## config.mk

```make
export PLATFORM = sky130hd
export DESIGN_NAME = demux_qam
export DESIGN_NICKNAME = d
export VERILOG_FILES = /design/src/rtl/demux_qam.sv
export SDC_FILE = /design/constraint.sdc
export NUM_CORES = 1
export LEC_CHECK = 0
export ABC_CLOCK_PERIOD_IN_PS = 1450
export BUFFER_PORTS_ARGS = -buffer_cell sky130_fd_sc_hd__buf_2
export CAP_MARGIN = 10
export CORE_MARGIN = 5
export CORE_UTILIZATION = 47
export DETAILED_ROUTE_END_ITERATION = 8
export MAX_ROUTING_LAYER = met4
export PLACE_DENSITY = 0.85
export SLEW_MARGIN = 25
export SYNTH_ARGS = -nofsm -noshare
export SYNTH_HDL_FRONTEND = slang
export SYNTH_SLANG_ARGS = --single-unit
```

## constraint.sdc

```tcl
create_clock -name clk -period 1.45 [get_ports clk]
set_input_delay 0.2175 -clock clk [delete_from_list [all_inputs] [get_ports clk]]
set_output_delay 0.2175 -clock clk [all_outputs]
set_load 0.02 [all_outputs]
```

## src/rtl/demux_qam.sv

```systemverilog
// demux_qam: gathers NUM_INPUTS symbol words into one vector and offers it to the QPSK or QAM16 sorter path.
// Optional 16-bit accepted-vector counter on port frame_cnt when DEMUX_QAM_FRAME_CNT_EN is defined.
module demux_qam #(
  parameter int WIDTH      = 8,
  parameter int NUM_INPUTS = 4
) (
  input  logic                        clk,
  input  logic                        rst,
  input  logic [WIDTH-1:0]            din,
  input  logic                        din_valid,
  input  logic                        din_start,
  output logic                        din_ready,
  input  logic [1:0]                  M,
  output logic [NUM_INPUTS*WIDTH-1:0] x,
  output logic                        xQPSK_valid,
  output logic                        xQAM16_valid,
  input  logic                        xQPSK_ready,
  input  logic                        xQAM16_ready,
`ifdef DEMUX_QAM_FRAME_CNT_EN
  output logic [15:0]                 frame_cnt,
`endif
  output logic                        mode_err
);
  localparam int CW = $clog2(NUM_INPUTS + 1);
  localparam logic [1:0] S_IDLE    = 2'd0;
  localparam logic [1:0] S_COLLECT = 2'd1;
  localparam logic [1:0] S_HOLD    = 2'd2;
  logic [1:0]                  state_q, state_d;
  logic [CW-1:0]               cnt_q, cnt_d;
  logic [1:0]                  mode_q, mode_d;
  logic [NUM_INPUTS*WIDTH-1:0] data_q, data_d;
  logic                        qpsk_q, qpsk_d, qam_q, qam_d, err_q, err_d;
  logic                        xfer, start, last, done;
  assign din_ready = state_q != S_HOLD;
  assign xfer      = din_valid && din_ready;
  assign start     = xfer && din_start;
  assign last      = state_q == S_COLLECT && xfer && !din_start && cnt_q == CW'(NUM_INPUTS - 1);
  assign done      = (qpsk_q && xQPSK_ready) || (qam_q && xQAM16_ready);
  // Partial vectors are never exposed: x only carries data while a valid is up.
  assign x            = (qpsk_q || qam_q) ? data_q : '0;
  assign xQPSK_valid  = qpsk_q;
  assign xQAM16_valid = qam_q;
  assign mode_err     = err_q;
  always_comb begin
    state_d = state_q;
    cnt_d   = cnt_q;
    mode_d  = mode_q;
    data_d  = data_q;
    qpsk_d  = qpsk_q;
    qam_d   = qam_q;
    err_d   = start && M[1];
    if (start) begin
      mode_d               = M;
      data_d[WIDTH-1:0]    = din;
      cnt_d                = CW'(1);
      state_d              = NUM_INPUTS == 1 ? S_HOLD : S_COLLECT;
      qpsk_d               = NUM_INPUTS == 1 && M == 2'b00;
      qam_d                = NUM_INPUTS == 1 && M != 2'b00;
    end else if (xfer && state_q == S_COLLECT) begin
      for (int k = 0; k < NUM_INPUTS; k++)
        if (cnt_q == CW'(k)) data_d[k*WIDTH +: WIDTH] = din;
      cnt_d   = cnt_q + CW'(1);
      state_d = last ? S_HOLD : S_COLLECT;
      qpsk_d  = last && mode_q == 2'b00;
      qam_d   = last && mode_q != 2'b00;
    end else if (state_q == S_HOLD && done) begin
      state_d = S_IDLE;
      cnt_d   = '0;
      qpsk_d  = 1'b0;
      qam_d   = 1'b0;
    end
  end
  always_ff @(posedge clk or posedge rst) begin
    if (rst) begin
      state_q <= S_IDLE;
      cnt_q   <= '0;
      mode_q  <= 2'b00;
      data_q  <= '0;
      qpsk_q  <= 1'b0;
      qam_q   <= 1'b0;
      err_q   <= 1'b0;
    end else begin
      state_q <= state_d;
      cnt_q   <= cnt_d;
      mode_q  <= mode_d;
      data_q  <= data_d;
      qpsk_q  <= qpsk_d;
      qam_q   <= qam_d;
      err_q   <= err_d;
    end
  end
`ifdef DEMUX_QAM_FRAME_CNT_EN
  logic [15:0] frame_cnt_q;
  always_ff @(posedge clk or posedge rst) begin
    if (rst) frame_cnt_q <= '0;
    else if (done) frame_cnt_q <= frame_cnt_q + 16'd1;
  end
  assign frame_cnt = frame_cnt_q;
`endif
endmodule

```

==> run summary, run 1 <==
STATUS
-------------------------------------------------------------------------------------
Run status                                                               finished with violations
Violated checks                                                          negative setup slack

SETUP PATH
-------------------------------------------------------------------------------------
Slowest stage cell on the critical path                                  sky130_fd_sc_hd__dfrtp_2
Source of the critical timing path                                       xQAM16_valid
Last element of the critical path                                                x[4]
Crit path required time                                                       1.23 ns
Buf+Inv Stages, Crit Path                                                           2
Nature of the critical path startpoint                                       register
Reg-to-reg endpoint                                                         data_q[4]
Worst-case reg-to-reg path depth                                                    6
Kind of end point of the critical path                                   primary output
Startpoint of the lowest-slack register-to-register path                     cnt_q[0]
Stages on worst setup path                                                          4
Peak per-stage delay on the critical path                                     0.45 ns
Maximum fanout along the worst path                                                16
Sequence of cells on the critical path                                   nor2_4 > clkbuf_16 > nor2b_1 > buf_2
Slack of the worst reg-to-reg path                                           -0.12 ns
Crit path max-delay family                                                 flip-flops
Start-to-end type of the worst setup path                                register to primary output
Data arrival at the endpoint of the critical path                             1.37 ns

ROUTE
-------------------------------------------------------------------------------------
Remaining design rule violation count                                               0
Vias after detailed routing                                                      1402
Starting DRC count in detailed routing                                             98
DR WL/cell                                                                    17.5 um
Final routed wirelength across all metal layers                               4.82 mm
Drt first pass iters                                                                4
DRT antenna net count                                                               0
Post-DR vias/cell                                                                5.10

MIN PATH
-------------------------------------------------------------------------------------
Hold Path Cell Cnt                                                                  2
Type of the worst min-delay path                                         primary input to register

SYNTH
-------------------------------------------------------------------------------------
Unique masters post-synth                                                          26
Top cell type's share of synthesized area                                       52.3%
Proportion of synthesized chip area in sequential cells                         52.3%
YS warnings                                                                         0
Synth Cell Area                                                              2010 um2
Post-synth top cells                                                     sky130_fd_sc_hd__dfrtp_1 (42), sky130_fd_sc_hd__nor2b_1 (32), sky130_fd_sc_hd__mux2_2 (28)
Most common cell in the synthesized netlist                              sky130_fd_sc_hd__dfrtp_1
Largest cells by area after synthesis                                    sky130_fd_sc_hd__dfrtp_1 (52%), sky130_fd_sc_hd__mux2_2 (16%), sky130_fd_sc_hd__nor2b_1 (10%)
Mapped Cells                                                                      155
Number of synthesized flops with an enable pin                                      0
Total of flip-flops plus latches after synthesis                                   42
Most used flip-flop cell after synthesis                                 sky130_fd_sc_hd__dfrtp_1
Mapped Avg Cell Area                                                         13.0 um2
Total nets after synthesis                                                        176
Async S/R FF share, synth                                                        100%
Cell taking the most area after synthesis                                sky130_fd_sc_hd__dfrtp_1

DIE
-------------------------------------------------------------------------------------
Height of the chip                                                            75.4 um
Die Width                                                                     75.4 um
Core ar.                                                                     4090 um2
Number of top-level pins                                                           52
Area of the die                                                              5680 um2
Starting Density                                                                49.2%
Row count                                                                          23

CELLS AND AREA
-------------------------------------------------------------------------------------
Final core area utilization                                                     67.8%
Antenna Cells                                                                       0
Area overhead of the layout relative to synthesis                               37.9%
Net count, final                                                                  245
Fillcell total                                                                    285
Fraction of final layout cells with drive strength greater than 1               56.4%

STA
-------------------------------------------------------------------------------------
Peak clock frequency supported by timing                                      631 MHz
Slew at the pin closest to its max-slew limit                                0.255 ns
RSZ-0062 raised after global routing                                              yes
# setup viols final                                                                53
Final critical path time including I/O delays and setup                       1.59 ns
Hold Vio Cnt, Final                                                                 0
Post-route worst setup slack                                                -0.135 ns
Final worst clock skew                                                     0.00517 ns
Slew Limit Fails                                                                    0
Share of the clock period used by the worst path after layout                    109%
Max-slew headroom at the worst pin                                              82.9%

CLOCKING
-------------------------------------------------------------------------------------
Clk_lat worst skew                                                            0.30 ns
Buffer cell driving the clock tree root                                  sky130_fd_sc_hd__clkbuf_8
Number of buffers created by CTS                                                    5
Clk sink count                                                                     42
Htree depth                                                                         2
Clock-pin slew of the registers on the worst-case setup and hold paths        0.08 ns
Maximum count of clock buffers along a single path                                  2
Clock tree from TritonCTS                                                         yes

GRT
-------------------------------------------------------------------------------------
Pin count of the biggest net entering global routing                               43
Number of global-route vias before repair                                        1489
First-pass GRT wire length                                                    7.33 mm
Number of antenna violations at the first check in global routing                   0
Global routing usage summed across all routing layers                           18.0%
Aggregate global routing overflow                                                   0

JOB
-------------------------------------------------------------------------------------
Reported max-cap violation count                                                    0

POWER
-------------------------------------------------------------------------------------
Peak supply drop                                                               549 uV
Power Dens Cells                                                           741 nW/um2
Leak                                                                          1.51 nW
Design Power                                                                0.00205 W

PLACEMENT
-------------------------------------------------------------------------------------
Detailed Place HPWL                                                           2.97 mm
Buffers added on ports                                                             51
Gpl congestion                                                                  0.786

## sequential cells by signal, indices dropped and copies added, names as in the netlist
name / count
data_q: 32
cnt_q: 3
mode_q: 2
state_q: 2
mode_err: 1
xQAM16_valid: 1
xQPSK_valid: 1
## stage by stage
step	worst slack (ns)	cell area [um2]	hold slack, ns	std cells	TNS [ns]
2_1_floorplan	-0.0855	2020	0.346	155	-0.643
3_3_place_gp	-0.0920	2430	0.263	263	-1.44
3_5_place_dp	-0.112	2430	0.264	263	-2.42
4_1_cts	-0.123	2660	0.128	274	-4.11
5_1_grt	-0.170	2770	0.151	275	-6.06
6_report	-0.135	2770	0.138	275	-4.28
## how the worst min path moves through the flow
stage,slack [ns],endpoint,start
4_1_cts,0.13,mode_err,M[1]
5_1_grt,0.15,mode_err,M[1]
6_report,0.14,mode_err,M[1]
2_1_floorplan,0.35,mode_err,M[1]
3_3_place_gp,0.26,mode_err,rst
3_5_place_dp,0.26,mode_q[0],rst
## placed cells by master (no fill, tap or decap), drive strengths merged
cell type,count
nand2b,1
ha,5
mux2,34
and3b,2
nand2,5
o32ai,3
dlygate4sd3,1
and2,2
nand3b,3
clkbuf,8
clkinv,1
nor2b,32
a32oi,1
nor2,3
buf,65
nand3,2
a21o,1
mux2i,1
o21ai,3
and2b,1
o22ai,1
dfrtp,42
inv,6
a22oi,1
o221ai,1
## final cells by class
| class | instances | area, um2 | area share [%] |
|---|---|---|---|
| Clock inverter | 1 | 8.76 | 0.316 |
| Clock buffer | 7 | 86.3 | 3.12 |
| Timing Repair Buffer | 67 | 462 | 16.7 |
| Tap cell | 50 | 62.6 | 2.26 |
| Sequential cell | 42 | 1050 | 38.0 |
| Multi-Input combinational cell | 102 | 1080 | 38.8 |
| Inverter | 6 | 22.5 | 0.813 |
## what timing repair did
| action | in CTS | in global routing |
|---|---|---|
| hold endpoints to repair | 42 | 0 |
| hold buffers | 1 | 0 |
| pin swaps | 4 | 3 |
| gates cloned | 1 | 1 |
| endpoints found under the setup margin | 69 | 64 |
| resized for setup | 24 | 24 |
| setup buffers | 1 | 2 |
## power breakdown
group | switching, W | internal, W
Clock | 0.000410 | 0.000393
Sequential | 0 | 0.00117
Combinational | 0.0000505 | 0.0000310
## routing by layer
metal	global-route usage, %	wire length, um	vias to the layer above
met5	-	0	-
met4	7.18	74	0
met3	3.69	238	6
met2	28.2	2390	36
met1	22.9	2120	692
li1	-	-	668
## logic make-up (layout without fill, tap and decap cells)
| group | after synthesis | count (layout) | share of synthesized area [%] |
|---|---|---|---|
| simple gates | 50 | 51 | 16.0 |
| flops | 42 | 42 | 52.3 |
| mux | 35 | 35 | 20.7 |
| buf+inv | 12 | 81 | 3.05 |
| compound gates | 11 | 11 | 4.86 |
| fa+ha+maj | 5 | 5 | 3.11 |
(Power assumes the default switching activity.)
==> run 2, diff against run 1 <==
--- a/config.mk
+++ b/config.mk
@@ -9,10 +9,11 @@
 export BUFFER_PORTS_ARGS = -buffer_cell sky130_fd_sc_hd__buf_2
 export CAP_MARGIN = 10
 export CORE_MARGIN = 5
-export CORE_UTILIZATION = 47
+export CORE_UTILIZATION = 40
 export DETAILED_ROUTE_END_ITERATION = 8
 export MAX_ROUTING_LAYER = met4
-export PLACE_DENSITY = 0.85
+export PLACE_DENSITY = 0.76
+export REMOVE_ABC_BUFFERS = 1
 export SLEW_MARGIN = 25
 export SYNTH_ARGS = -nofsm -noshare
 export SYNTH_HDL_FRONTEND = slang
==> run summary, run 2 (synthesized netlist as in run 1, its figures left out) <==
STATUS
-------------------------------------------------------------------------------------
Run status                                                               finished with violations
Violated checks                                                          negative setup slack

ROUTE
-------------------------------------------------------------------------------------
DR WL/cell                                                                    17.4 um
Starting DRC count in detailed routing                                             76
DRT antenna net count                                                               0
Remaining design rule violation count                                               0
Final routed wirelength across all metal layers                               5.23 mm
Drt first pass iters                                                                4
Vias after detailed routing                                                      1516
Post-DR vias/cell                                                                5.05

POWER
-------------------------------------------------------------------------------------
Power Dens Cells                                                           639 nW/um2
Leak                                                                          1.60 nW
Peak supply drop                                                               573 uV

STA
-------------------------------------------------------------------------------------
Hold Vio Cnt, Final                                                                 0
Post-route worst setup slack                                                -0.131 ns
Share of the clock period used by the worst path after layout                    109%
Peak clock frequency supported by timing                                      633 MHz
Hold slack                                                                   0.151 ns
Slew at the pin closest to its max-slew limit                                0.269 ns
Max-slew headroom at the worst pin                                              82.0%
Final worst clock skew                                                     0.00731 ns
RSZ-0062 raised after global routing                                              yes
Final critical path time including I/O delays and setup                       1.58 ns
Slew Limit Fails                                                                    0
# setup viols final                                                                55

PLACEMENT
-------------------------------------------------------------------------------------
Placed inst area                                                             2420 um2
Detailed Place HPWL                                                           3.12 mm
Buffers added on ports                                                             51
Gpl congestion                                                                  0.822

CLOCKING
-------------------------------------------------------------------------------------
Buffer cell driving the clock tree root                                  sky130_fd_sc_hd__clkbuf_8
Number of buffers created by CTS                                                    5
Maximum count of clock buffers along a single path                                  2
Clk_lat worst skew                                                            0.30 ns
Htree depth                                                                         2
Clock tree from TritonCTS                                                         yes
Clk sink count                                                                     42
Clock-pin slew of the registers on the worst-case setup and hold paths        0.07 ns

GRT
-------------------------------------------------------------------------------------
Aggregate global routing overflow                                                   0
Number of antenna violations at the first check in global routing                   0
Global routing usage summed across all routing layers                           17.4%
Number of global-route vias before repair                                        1539
First-pass GRT wire length                                                    8.15 mm
Pin count of the biggest net entering global routing                               43

SETUP PATH
-------------------------------------------------------------------------------------
Kind of end point of the critical path                                   primary output
Crit path required time                                                       1.23 ns
Data arrival at the endpoint of the critical path                             1.36 ns
Start-to-end type of the worst setup path                                register to primary output
Startpoint of the lowest-slack register-to-register path                     cnt_q[0]
Worst-case reg-to-reg path depth                                                    6
Nature of the critical path startpoint                                       register
Reg-to-reg endpoint                                                         data_q[0]
Maximum fanout along the worst path                                                 8
Slack of the worst reg-to-reg path                                           -0.12 ns

MIN PATH
-------------------------------------------------------------------------------------
Hold Path Origin                                                                 M[1]
Endpoint of the worst hold-timing path                                       mode_err
Hold Path Cell Cnt                                                                  2
Type of the worst min-delay path                                         primary input to register

JOB
-------------------------------------------------------------------------------------
Reported max-cap violation count                                                    0

CELLS AND AREA
-------------------------------------------------------------------------------------
Fraction of final layout cells with drive strength greater than 1               63.5%
Flip-flop count of the largest register after layout                               32
Antenna Cells                                                                       0
Fillcell total                                                                    332
Largest registers                                                        data_q (32), cnt_q (3)
Net count, final                                                                  254
Area overhead of the layout relative to synthesis                               52.9%
Summed area of non-filler cells in the final layout                          3070 um2
Top library cells by usage in the layout, fill and taps aside            sky130_fd_sc_hd__dfrtp_1 (42), sky130_fd_sc_hd__mux2_4 (29), sky130_fd_sc_hd__buf_2 (28)
Register with the highest flop count                                           data_q
Commonest non-fill, non-tap cell in the layout                           sky130_fd_sc_hd__dfrtp_1

DIE
-------------------------------------------------------------------------------------
Die Width                                                                     80.9 um
Starting Density                                                                42.0%
Area of the die                                                              6540 um2
Number of top-level pins                                                           52
Row count                                                                          25
Height of the chip                                                            80.9 um
Core ar.                                                                     4790 um2

-- run 2: changes by cell type in the layout (fill, tap and decap cells not counted), sizes merged --
| cell | delta |
|---|---|
| clkbuf | -3 |
| clkinv | +1 |
| buf | +10 |
-- run 2: per-stage QoR --
| step | cells | TNS (ns) | total power (W) | setup slack [ns] | utilization [%] |
|---|---|---|---|---|---|
| floorplan | 149 | -19.31 | 0.00122 | -0.578 | - |
| global placement | 278 | -2.66 | 0.00127 | -0.150 | 50.6 |
| detailed placement | 278 | -3.81 | 0.00127 | -0.258 | 50.6 |
| CTS | 300 | -4.04 | 0.00197 | -0.149 | 60.1 |
| global route | 300 | -6.59 | 0.00204 | -0.182 | 64.2 |
| finish | 300 | -3.40 | 0.00196 | -0.131 | 64.2 |
-- run 2: per-layer routing --
metal  global-route usage, %  wire length, um
met4                    7.60              146
met3                    3.88              285
met5                       -                0
met2                    28.7             2690
met1                    20.3             2100
-- run 2: final cells by class --
cell class	count	area, um2	area share, %
clock buffer	5	68.8	2.24
clock inverter	2	10.0	0.326
inverter	6	22.5	0.733
multi-input combinational	102	1190	38.8
sequential	42	1050	34.2
tap	67	83.8	2.73
timing repair buffer	76	644	21.0
-- run 2: how the worst max path moves through the flow --
stage	startpoint	slack, ns	cells after the start	to
after floorplan	xQAM16_valid	-0.58	2	x[0]
after global placement	cnt_q[0]	-0.15	5	data_q[0]
final	xQAM16_valid	-0.13	5	x[25]
after detailed placement	cnt_q[0]	-0.26	5	data_q[0]
after CTS	cnt_q[1]	-0.15	6	data_q[7]
after global routing	xQAM16_valid	-0.18	5	x[5]
-- run 2: power by group --
group / switching [W] / leakage [nW] / internal, W
clock network: 0.000390 / 0.0438 / 0.000323
registers: 0 / 0.577 / 0.00117
logic: 0.0000492 / 0.979 / 0.0000296
-- run 2: critical path: stages, from the launching register on --
cell and delay, ns:
sky130_fd_sc_hd__dfrtp_1 0.42, sky130_fd_sc_hd__nor2_4 0.16, sky130_fd_sc_hd__buf_6 0.14, sky130_fd_sc_hd__buf_16 0.14, sky130_fd_sc_hd__nor2b_1 0.05, sky130_fd_sc_hd__buf_2 0.15
-- run 2: repair_timing --
action | 4_1_cts | 5_1_grt
gates resized for setup | 54 | 55
setup endpoints to repair | 67 | 65
hold buffers | 1 | 0
buffers inserted | 11 | 3
hold endpoints to repair | 42 | 0
pin swaps | 5 | 7
gates cloned | 3 | 0
